### src/rtl/dmem_arb_pkg.sv
// Shared types and constants for the data-memory arbiter.
// Optional build macro: DMEM_ARB_FIXED_PRIO_EN (fixed D-side priority).
package dmem_arb_pkg;

  localparam int ADDR_W_DEF = 32;
  localparam int DATA_W_DEF = 256;

  // Requester port indices
  localparam logic PORT_I = 1'b0;  // instruction-cache refill
  localparam logic PORT_D = 1'b1;  // data-cache refill / write-back

  typedef enum logic [1:0] {
    IDLE = 2'd0,
    BUSY = 2'd1,
    RESP = 2'd2
  } state_e;

  // One-hot vector for a port index
  function automatic logic [1:0] port_onehot(input logic idx);
    return idx ? 2'b10 : 2'b01;
  endfunction

endpackage

### src/rtl/rr_arb2.sv
// Two-requester arbiter. Round-robin by default: the pointer names the
// preferred port and moves to the other port after every grant.
// With DMEM_ARB_FIXED_PRIO_EN defined, port 1 always wins a tie and the
// pointer flop is not built.
module rr_arb2
  import dmem_arb_pkg::*;
(
  input  logic       clk_i,
  input  logic       rst_i,
  input  logic [1:0] elig_i,
  input  logic       take_i,
  output logic [1:0] grant_o,
  output logic       win_o
);

`ifdef DMEM_ARB_FIXED_PRIO_EN

  // Clock, reset and strobe have no state to drive in this build
  logic unused_ok;
  assign unused_ok = clk_i ^ rst_i ^ take_i;

  // Fixed priority: D-side first, I-side only when D-side is idle
  always_comb begin
    win_o   = elig_i[PORT_D] ? PORT_D : PORT_I;
    grant_o = (elig_i == 2'b00) ? 2'b00 : port_onehot(win_o);
  end

`else

  logic ptr_q;
  logic ptr_d;

  // Winner selection and pointer advance
  always_comb begin
    win_o = PORT_I;
    if (elig_i == 2'b11) begin
      win_o = ptr_q;
    end else if (elig_i[PORT_D]) begin
      win_o = PORT_D;
    end
    grant_o = (elig_i == 2'b00) ? 2'b00 : port_onehot(win_o);
    ptr_d   = ptr_q;
    if (take_i) begin
      ptr_d = ~win_o;
    end
  end

  // Pointer register, reset prefers the I-side
  always_ff @(posedge clk_i or negedge rst_i) begin
    if (!rst_i) begin
      ptr_q <= PORT_I;
    end else begin
      ptr_q <= ptr_d;
    end
  end

`endif

endmodule

### src/rtl/dmem_arbiter.sv
// Arbiter/sequencer sharing one line-wide data memory between the I-cache
// refill port (0) and the D-cache refill/write-back port (1).
// One whole-line transaction at a time: IDLE grants and latches the request,
// BUSY holds the memory handshake until mem_ack_i, RESP captures the read
// line and pulses ack_o for the owner. All outputs come straight from flops.
// Handshake: a port holds req_i[p] (with we/addr/wdata stable) until it sees
// ack_o[p]; a port is not eligible in the cycle its ack pulses, so a held
// request is never served twice.
// Optional build macro: DMEM_ARB_FIXED_PRIO_EN (port 1 wins ties).
module dmem_arbiter
  import dmem_arb_pkg::*;
#(
  parameter int ADDR_W = ADDR_W_DEF,
  parameter int DATA_W = DATA_W_DEF
) (
  input  logic              clk_i,
  input  logic              rst_i,
  input  logic [1:0]        req_i,
  input  logic [1:0]        we_i,
  input  logic [ADDR_W-1:0] addr0_i,
  input  logic [ADDR_W-1:0] addr1_i,
  input  logic [DATA_W-1:0] wdata0_i,
  input  logic [DATA_W-1:0] wdata1_i,
  output logic [1:0]        ack_o,
  output logic [DATA_W-1:0] rdata_o,
  output logic              busy_o,
  output logic              mem_enable_o,
  output logic              mem_write_o,
  output logic [ADDR_W-1:0] mem_addr_o,
  output logic [DATA_W-1:0] mem_wdata_o,
  input  logic              mem_ack_i,
  input  logic [DATA_W-1:0] mem_rdata_i,
  output logic [1:0]        dbg_state_o
);

  state_e            state_q, state_d;
  logic              owner_q, owner_d;
  logic [1:0]        ack_q, ack_d;
  logic              busy_q, busy_d;
  logic              en_q, en_d;
  logic              we_q, we_d;
  logic [ADDR_W-1:0] addr_q, addr_d;
  logic [DATA_W-1:0] wdata_q, wdata_d;
  logic [DATA_W-1:0] rdata_q, rdata_d;

  logic [1:0]        elig;
  logic [1:0]        grant;
  logic              win;
  logic              take;

  // A port being acked this cycle must not be re-granted on its stale request
  assign elig = req_i & ~ack_q;

  rr_arb2 u_arb (
    .clk_i   (clk_i),
    .rst_i   (rst_i),
    .elig_i  (elig),
    .take_i  (take),
    .grant_o (grant),
    .win_o   (win)
  );

  // Next-state and registered-output logic
  always_comb begin
    state_d = state_q;
    owner_d = owner_q;
    ack_d   = 2'b00;
    en_d    = en_q;
    we_d    = we_q;
    addr_d  = addr_q;
    wdata_d = wdata_q;
    rdata_d = rdata_q;
    take    = 1'b0;
    case (state_q)
      IDLE: begin
        if (|grant) begin
          take    = 1'b1;
          owner_d = win;
          we_d    = we_i[win];
          addr_d  = win ? addr1_i : addr0_i;
          wdata_d = win ? wdata1_i : wdata0_i;
          en_d    = 1'b1;
          state_d = BUSY;
        end
      end
      BUSY: begin
        // Enable drops with the ack so the memory cannot relaunch
        if (mem_ack_i) begin
          en_d    = 1'b0;
          state_d = RESP;
        end
      end
      RESP: begin
        if (!we_q) begin
          rdata_d = mem_rdata_i;
        end
        ack_d   = port_onehot(owner_q);
        state_d = IDLE;
      end
      default: begin
        en_d    = 1'b0;
        state_d = IDLE;
      end
    endcase
    busy_d = (state_d != IDLE);
  end

  // State and output registers
  always_ff @(posedge clk_i or negedge rst_i) begin
    if (!rst_i) begin
      state_q <= IDLE;
      owner_q <= PORT_I;
      ack_q   <= 2'b00;
      busy_q  <= 1'b0;
      en_q    <= 1'b0;
      we_q    <= 1'b0;
      addr_q  <= '0;
      wdata_q <= '0;
      rdata_q <= '0;
    end else begin
      state_q <= state_d;
      owner_q <= owner_d;
      ack_q   <= ack_d;
      busy_q  <= busy_d;
      en_q    <= en_d;
      we_q    <= we_d;
      addr_q  <= addr_d;
      wdata_q <= wdata_d;
      rdata_q <= rdata_d;
    end
  end

  assign ack_o        = ack_q;
  assign rdata_o      = rdata_q;
  assign busy_o       = busy_q;
  assign mem_enable_o = en_q;
  assign mem_write_o  = we_q;
  assign mem_addr_o   = addr_q;
  assign mem_wdata_o  = wdata_q;
  assign dbg_state_o  = state_q;

endmodule

### config.mk
export PLATFORM = sky130hd
export DESIGN_NAME = dmem_arbiter
export DESIGN_NICKNAME = d
export VERILOG_FILES = /design/src/rtl/dmem_arb_pkg.sv /design/src/rtl/rr_arb2.sv /design/src/rtl/dmem_arbiter.sv
export SDC_FILE = /design/constraint.sdc
export NUM_CORES = 1
export LEC_CHECK = 0
export BUFFER_PORTS_ARGS = -buffer_cell sky130_fd_sc_hd__buf_2
export CAP_MARGIN = 5
export CORE_AREA = 5 5 535 537
export CTS_BUF_LIST = sky130_fd_sc_hd__clkbuf_16
export DETAILED_ROUTE_END_ITERATION = 10
export DIE_AREA = 0 0 540 542
export HOLD_SLACK_MARGIN = 0.1
export SYNTH_ARGS = -nofsm -noshare
export SYNTH_HDL_FRONTEND = slang
export SYNTH_SLANG_ARGS = --single-unit
### constraint.sdc
create_clock -name clk_i -period 2.7 [get_ports clk_i]
set_input_delay 0.54 -clock clk_i [delete_from_list [all_inputs] [get_ports clk_i]]
set_output_delay 0.54 -clock clk_i [all_outputs]
set_load 0.02 [all_outputs]
# Word level (Yosys, flattened, before mapping)
# Cells that the tools add are included.
# W data, S select, Z words.
[word_totals]
ff_bits = 553
inputBits = 839
out_inout_bits = 551
[classes]
n_lt_le_gt_ge = 1
n_eq_ne = 5
muxes = 18
n_bitwise = 5
n_reduce_logical = 7
[ops]
columns = ["cell", "n"]
rows = [
  ["$mux W256", 1],
  ["$mux W32", 1],
  ["$mux W2", 6],
  ["$mux W1", 8],
  ["$eq A2 B2 Y1 const B", 2],
  ["$logic_not A2 Y1", 2],
  ["$ne A2 B2 Y1 const B", 2],
  ["$pmux W2 S2", 1],
  ["$reduce_and A2 Y1", 2],
  ["$not A1 Y1", 3],
  ["$pmux W1 S3", 1],
  ["$reduce_and A3 Y1", 1],
  ["$and A2 B2 Y2", 1],
  ["$eq A2 B1 Y1 const B", 1],
  ["$lt A1 B2 Y1 const B", 1],
  ["$not A2 Y2", 1],
  ["$reduce_bool A2 Y1", 1],
  ["$reduce_or A2 Y1", 1],
]

# Logic depth before layout (Yosys ltp)
# Gate-level depths: netlist of the first run.
[depth]
word_depth = 10
mapped_depth = 6
mapped_depth_nobuf = 3

# Cells and area by module
# From an unflattened synthesis of the first run, not the netlist that was laid out.
[unflattened]
cells_unflattened = 1504
hier_area_um2 = 24472.2
[modules_own_cells]
columns = ["module", "n_inst", "cells_each", "area_each_um2", "seq_area_each_um2"]
rows = [
  ["dmem_arbiter", 1, 1497, 24388.4, 13813.2],
  ["rr_arb2", 1, 7, 83.8, 25.0],
]

# Worst setup path after synthesis of the first run
# OpenSTA, ideal clock, no wires.
[synth_path]
path_type = "input port to flip-flop"
from = "input req_i[0]"
to = "register wdata_q[150] (netlist: mem_wdata_o[150])"
setup_time_ns = 0.126
t_arrival_ns = 1.616
required_ns = 2.574
setup_slack_ns = 0.958
cell_stages = 6
n_path_buf = 3
cell_sequence = "inv_1 o311a_1 buf_2 buf_6 buf_6 a221o_1"
[synth_via]
elab_chain_cells = 7
elab_cells_between_ends = 9
cone_classes = "eq/ne (1); mux (4); bitwise (1); reduce/logical (3)"
[synth_lines]
columns = ["element", "line_no", "text"]
rows = [
  ["start, declared", "dmem_arbiter.sv:18", "input logic [1:0] req_i,"],
  ["$and A2 B2 Y2 (*)", "dmem_arbiter.sv:52", "assign elig = req_i & ~ack_q;"],
  ["$eq A2 B2 Y1", "rr_arb2.sv:36", "if (elig_i == 2'b11) begin"],
  ["$mux W1", "rr_arb2.sv:36", ""],
  ["$mux W2", "dmem_arb_pkg.sv:20", "return idx ? 2'b10 : 2'b01;"],
  ["$mux W2", "rr_arb2.sv:41", "grant_o = (elig_i == 2'b00) ? 2'b00 : port_onehot(win_o);"],
  ["$reduce_or A2 Y1", "dmem_arbiter.sv:76", "if (|grant) begin"],
  ["$reduce_and A2 Y1 (no line)", "n/a", ""],
  ["end signal, assigned", "dmem_arbiter.sv:128", "wdata_q <= wdata_d;"],
  ["end, declared", "dmem_arbiter.sv:43", "logic [DATA_W-1:0] wdata_q, wdata_d;"],
]
# Mark *: on every way between the ends. The rest lies on a longest branch, timed or not.
# A chain may end at the register's enable or synchronous reset.

# Worst setup path in the final report of the first run
[layout_path]
from = "register ack_q[0] (netlist: ack_o[0])"
to = "register wdata_q[170] (netlist: mem_wdata_o[170])"
[layout_via]
elab_chain_cells = 8
elab_cells_between_ends = 10
cone_classes = "eq/ne (1); mux (4); bitwise (2); reduce/logical (3)"
[layout_lines]
columns = ["element", "line_no", "text"]
rows = [
  ["start, declared", "dmem_arbiter.sv:38", "logic [1:0] ack_q, ack_d;"],
  ["start signal, assigned", "dmem_arbiter.sv:123", "ack_q <= ack_d;"],
  ["$not A2 Y2 (*)", "dmem_arbiter.sv:52", ""],
  ["$and A2 B2 Y2 (*)", "dmem_arbiter.sv:52", ""],
  ["$eq A2 B2 Y1", "rr_arb2.sv:36", ""],
  ["$mux W1", "rr_arb2.sv:36", ""],
  ["$mux W2", "dmem_arb_pkg.sv:20", ""],
  ["$mux W2", "rr_arb2.sv:41", ""],
  ["$reduce_or A2 Y1", "dmem_arbiter.sv:76", ""],
  ["$reduce_and A2 Y1 (no line)", "n/a", ""],
]
# Marked as above.

==> results of run 1 <==
==> worst paths after layout <==
check                         startpoint               end  cells past startpoint
setup / recovery                ack_o[0]  mem_wdata_o[170]                      5
hold / removal             wdata0_i[149]  mem_wdata_o[149]                      3
setup reg to reg                ack_o[0]  mem_wdata_o[170]                      5
hold reg to reg                  owner_q          ack_o[0]                      1
max in group asynchronous          rst_i    mem_wdata_o[1]                      4
min in group asynchronous          rst_i      rdata_o[113]                      2
==> final cells by class <==
| type | instances | share of cell area |
|---|---|---|
| flip-flops and latches | 553 | 0.311 |
| clock inverters | 53 | 0.0104 |
| multi-input cells | 854 | 0.174 |
| clock buffers | 76 | 0.0427 |
| well taps | 3743 | 0.105 |
| repair buffers | 2260 | 0.354 |
| diodes | 53 | 0.00298 |
| inverters | 3 | 0.000253 |
==> sequential cells by signal (all words and copies together), names as in the netlist <==
register,flops
mem_addr_o,32
dbg_state_o,2
ack_o,2
rdata_o,256
mem_enable_o,1
owner_q,1
mem_wdata_o,256
u_arb.ptr_q,1
mem_write_o,1
busy_o,1
==> logic make-up (layout without fill, tap and decap cells) <==
group	after synthesis	in the layout	share of synthesized area
other cells	0	53	0
compound gates	295	295	0.132
mux	256	256	0.129
flops	553	553	0.621
simple gates	303	303	0.0846
buf+inv	159	2392	0.0337
==> report_power, final <==
part | internal (uW) | switching, uW
logic | 11300 | 16500
registers | 12400 | 2820
clock network | 5720 | 4300
total | 29500 | 23700
==> through the flow <==
step	util	worst slack (ps)	area (um2)	std cells	power (uW)
after floorplan	-	958	22300	1566	26600
after global placement	0.122	480	34200	6631	39200
after detailed placement	0.122	459	34200	6631	39600
after CTS	0.158	135	44400	7542	53900
after global routing	0.158	24.0	44500	7574	56100
final	0.158	92.0	44500	7595	53200
==> per-layer routing <==
| layer | track usage | share of wire |
|---|---|---|
| met2 | 0.206 | 0.43 |
| met4 | 0.0716 | 0.066 |
| met5 | 0 | 0.0048 |
| met3 | 0.0873 | 0.15 |
| met1 | 0.136 | 0.35 |
==> repair_timing <==
action / 4_1_cts / 5_1_grt
hold buffers: 782 / 0
resized for setup: 0 / 0
endpoints found under the hold margin: 596 / 0
==> layout by cell type, fill, tap and decap left out, types with 27 or more instances in the layout <==
master / instances
diode_2: 53
dlygate4sd3_1: 782
mux2_1: 27
mux2_2: 229
buf_4: 64
clkbuf_16: 76
a221o_1: 289
buf_2: 1388
and3_1: 289
dfrtp_1: 553
==> worst register-to-register path, cell delays in order, from the launching register on <==
cell           delay [ps]
dfrtp_1               470
nor4b_4               440
buf_4                 590
and3_1                370
a221o_1               120
dlygate4sd3_1         550
==> out/qor.yml, run 1 <==
nFillCells: 31393
critPathMaxStageDelay_ps: 590
final_nets: 4587
clk_pin_slew_worst_paths_ps: 60
grt_pass1_wl_mm: 260
cts_buffers: 76
synth_cells: 1566
finalHoldViolations: 0
finalCritPeriodShare: 0.966
timing.slew.headroom: 0.413
worst_clock_skew_ps: 57.7
ioPinCount: 1390
cts_buffer_depth: 4
cp.arrival_ps: 3300
drv_slew: 0
syn_area_um2: 22300
async_reset_ff_frac: 1.00
end_kind: "register"
yosysSeqAreaShare: 0.621
min_path_type: "primary input to register"
num_rows: 195
portBuffers: 1389
die_w_um: 540
criticalPathCategory: "register to register"
multiInputGateArea_um2: 7740
dp.final_hpwl_mm: 173
wl_mm: 205
avgSynthCellArea_um2: 14.2
grt_max_degree: 142
critPathTopFamily: "buffers and inverters"
dr.first_iter.drc_count: 1745
cap_violations: 0
initial_core_util: 0.0793
vias: 25228
cts-root-buf: "clkbuf_16"
area_growth_syn_to_layout_pct: 99.8
synth_top_area_cell: "dfrtp_1"
dr.pass1.iters: 5
holdWs_ps: 161
period_needed_ps: 2610
core_area_um2: 281000
crit_fanout: 70
leakagePower_uw: 0.0213
die_area_um2: 293000
ys_top_cells_by_count: "dfrtp_1, a221o_1, and3_1, mux2_2, clkbuf_1"
final.setup.tns_ps: 0
peakVddDrop_mv: 0.637
synth_ff_type: "dfrtp_1"
grtUsageTotal: 0.133
ys_seq_elements: 553
h-tree-depth: 3
cts_tree: "yes"
path_cells: "nor4b_4 > buf_4 > and3_1 > a221o_1 > dlygate4sd3_1"
p_per_area_nw_per_um2: 1190
worstPathRequired_ps: 3390
clock_sinks: 553
drive_gt1_frac: 0.478
synth_area_leaders: "dfrtp_1, a221o_1, mux2_2"
synth_edf_count: 0
synthDistinctLibCells: 22
yosysWarningCount: 0
status: "completed"
register_area_um2: 13800
grt_setup_unrepaired: "false"
first_global_vias: 26562
synth_nets: 2405
antenna_found_initial: 191
grt_overflow_total: 0
wire_per_inst_um: 27.0
fmax_mhz: 383
gp_congestion: 0.991
ant_nets: 0
setup_viol: 0
cpMaxStageDelayCell: "buf_4"
drc: 0
synth_top_area_frac: 0.621
clock_latency_ps: 770
crit_path_start_kind: "register"
die_h_um: 542
rrSetupSlack_ps: 90
via_per_inst: 3.32
tightest_slew_ps: 881
path_buf_inv: 2
yosysMostFrequentCell: "dfrtp_1"
postCtsSetupBuffers: 0
No activity file was read; power rests on OpenSTA's default activity.
==> run 2, diff against run 1 <==
--- a/config.mk
+++ b/config.mk
@@ -7,10 +7,10 @@
 export LEC_CHECK = 0
 export BUFFER_PORTS_ARGS = -buffer_cell sky130_fd_sc_hd__buf_2
 export CAP_MARGIN = 5
-export CORE_AREA = 5 5 535 537
+export CORE_AREA = 5 5 538 540
 export CTS_BUF_LIST = sky130_fd_sc_hd__clkbuf_16
 export DETAILED_ROUTE_END_ITERATION = 10
-export DIE_AREA = 0 0 540 542
+export DIE_AREA = 0 0 543 545
 export HOLD_SLACK_MARGIN = 0.1
 export SYNTH_ARGS = -nofsm -noshare
 export SYNTH_HDL_FRONTEND = slang
==> constraint.sdc (replaced) <==
create_clock -name clk_i -period 2.25 [get_ports clk_i]
set_input_delay 0.45 -clock clk_i [delete_from_list [all_inputs] [get_ports clk_i]]
set_output_delay 0.45 -clock clk_i [all_outputs]
set_load 0.02 [all_outputs]
==> out/qor.yml, run 2 (synthesis results as in run 1) <==
end_kind: "register"
wl_mm: 210
status: "completed"
final.setup.tns_ps: 0
final_nets: 4644
final_cell_mix: "buf_2, dlygate4sd3_1, dfrtp_1"
use_met2: 0.209
setup_viol: 0
initial_core_util: 0.0785
p_per_area_nw_per_um2: 1350
grt_overflow_total: 0
dp.final_hpwl_mm: 178
antenna_found_initial: 178
grt_busiest_layer: "met2"
first_global_vias: 26361
crit_path_start_kind: "register"
die_h_um: 545
grt_use_met3: 0.0757
die_w_um: 543
die_area_um2: 296000
clock_latency_ps: 800
min-delay-start: "wdata0_i[188]"
h-tree-depth: 3
core_area_um2: 284000
worstPathRequired_ps: 2940
tightest_slew_ps: 800
dr.first_iter.drc_count: 1932
finalCritPeriodShare: 0.968
cts_buffers: 72
timing.slew.headroom: 0.467
cts_tree: "yes"
num_rows: 196
cp.arrival_ps: 2870
drive_gt1_frac: 0.475
dr.pass1.iters: 5
grtUsageTotal: 0.134
vias: 25497
ioPinCount: 1390
ant_nets: 0
leakagePower_uw: 0.0214
gp_congestion: 0.938
period_needed_ps: 2180
grt_setup_unrepaired: "false"
portBuffers: 1389
r2r_start: "dbg_state_o[1]"
area_growth_syn_to_layout_pct: 103
clock_sinks: 553
drv_slew: 0
cap_violations: 0
r2r_end: "mem_wdata_o[73]"
r2r_cells: 5
grt_max_degree: 116
criticalPathCategory: "register to register"
fmax_mhz: 459
peakVddDrop_mv: 0.692
rrSetupSlack_ps: 70
grt_pass1_wl_mm: 262
crit_fanout: 34
final_common_cell: "buf_2"
hold_depth: 3
fin_cells: 7686
cts_buffer_depth: 4
min_path_type: "primary input to register"
drc: 0
wire_per_inst_um: 27.3
via_per_inst: 3.32
cts-root-buf: "clkbuf_16"
finalHoldViolations: 0
clk_pin_slew_worst_paths_ps: 60
worst_clock_skew_ps: 50.3
place_inst: 6652
grt_util_met1: 0.137
whs_endpoint: "mem_wdata_o[188]"
==> run 2: cell types whose count changed in the layout (fill, tap and decap cells not counted), moves of 2 or more <==
cell,delta
diode_2,+21
clkinv_8,-2
inv_8,-2
inv_6,-2
clkinv_1,-8
clkinv_4,+2
dlygate4sd3_1,+49
buf_12,+10
clkinvlp_4,+4
==> run 2: layout make-up <==
class,count,area [um2]
inverter,3,11.3
multi-input combinational,854,7740
timing repair buffer,2321,16500
sequential,553,13800
clock inverter,46,465
tap,3762,4710
fill,31275,239000
antenna,74,185
clock buffer,73,1830
==> run 2: how the worst max path moves through the flow <==
| stage | slack [ps] | start | endpoint | cells after the start |
|---|---|---|---|---|
| CTS | 20 | mem_wdata_o[235] | mem_wdata_o[235] | 1 |
| global route | 3 | dbg_state_o[1] | mem_wdata_o[73] | 5 |
| finish | 70 | dbg_state_o[1] | mem_wdata_o[73] | 5 |
| detailed placement | -170 | req_i[1] | mem_wdata_o[22] | 5 |
| floorplan | 550 | dbg_state_o[0] | rdata_o[165] | 5 |
| global placement | -160 | req_i[1] | mem_wdata_o[9] | 5 |
==> run 2: per-layer routing <==
| metal | routed length [um] | vias up |
|---|---|---|
| met4 | 16600 | 84 |
| met3 | 29300 | 602 |
| met1 | 72200 | 12219 |
| met5 | 544 | - |
| met2 | 91300 | 1906 |
| li1 | - | 10686 |
==> run 2: timing repair <==
item,4_1_cts,5_1_grt
endpoints found under the setup margin,1,1
buffers inserted,0,8
hold endpoints to repair,801,0
pin swaps,0,1
resized for setup,1,1
hold buffers,831,0
cloned,0,2
==> run 2: power by group <==
group / internal (uW) / leakage [uW] / switching [uW] / total, uW
clock: 6720 / 0.00115 / 4890 / 11600
sequential: 14900 / 0.00673 / 3270 / 18200
combinational: 11000 / 0.0135 / 20500 / 31500
total: 32600 / 0.0214 / 28700 / 61300
==> run 2: worst max-delay path, stage by stage, from the launching register on <==
cell           delay [ps]
dfrtp_1               440
nor4b_4               380
clkbuf_16             310
and3_1                280
a221o_1               130
dlygate4sd3_1         550
==> run 2: per-stage QoR <==
| step | hold slack (ps) | setup slack, ps | instance area, um2 | utilization | total power (uW) |
|---|---|---|---|---|---|
| 2_1_floorplan | 154 | 554 | 22300 | - | 31900 |
| 3_3_place_gp | 371 | -160 | 34400 | 0.121 | 48000 |
| 3_5_place_dp | 374 | -175 | 34400 | 0.121 | 48600 |
| 4_1_cts | 105 | 17.6 | 45000 | 0.158 | 62100 |
| 5_1_grt | 138 | 3.36 | 45200 | 0.159 | 64600 |
| 6_report | 191 | 72.9 | 45300 | 0.159 | 61300 |
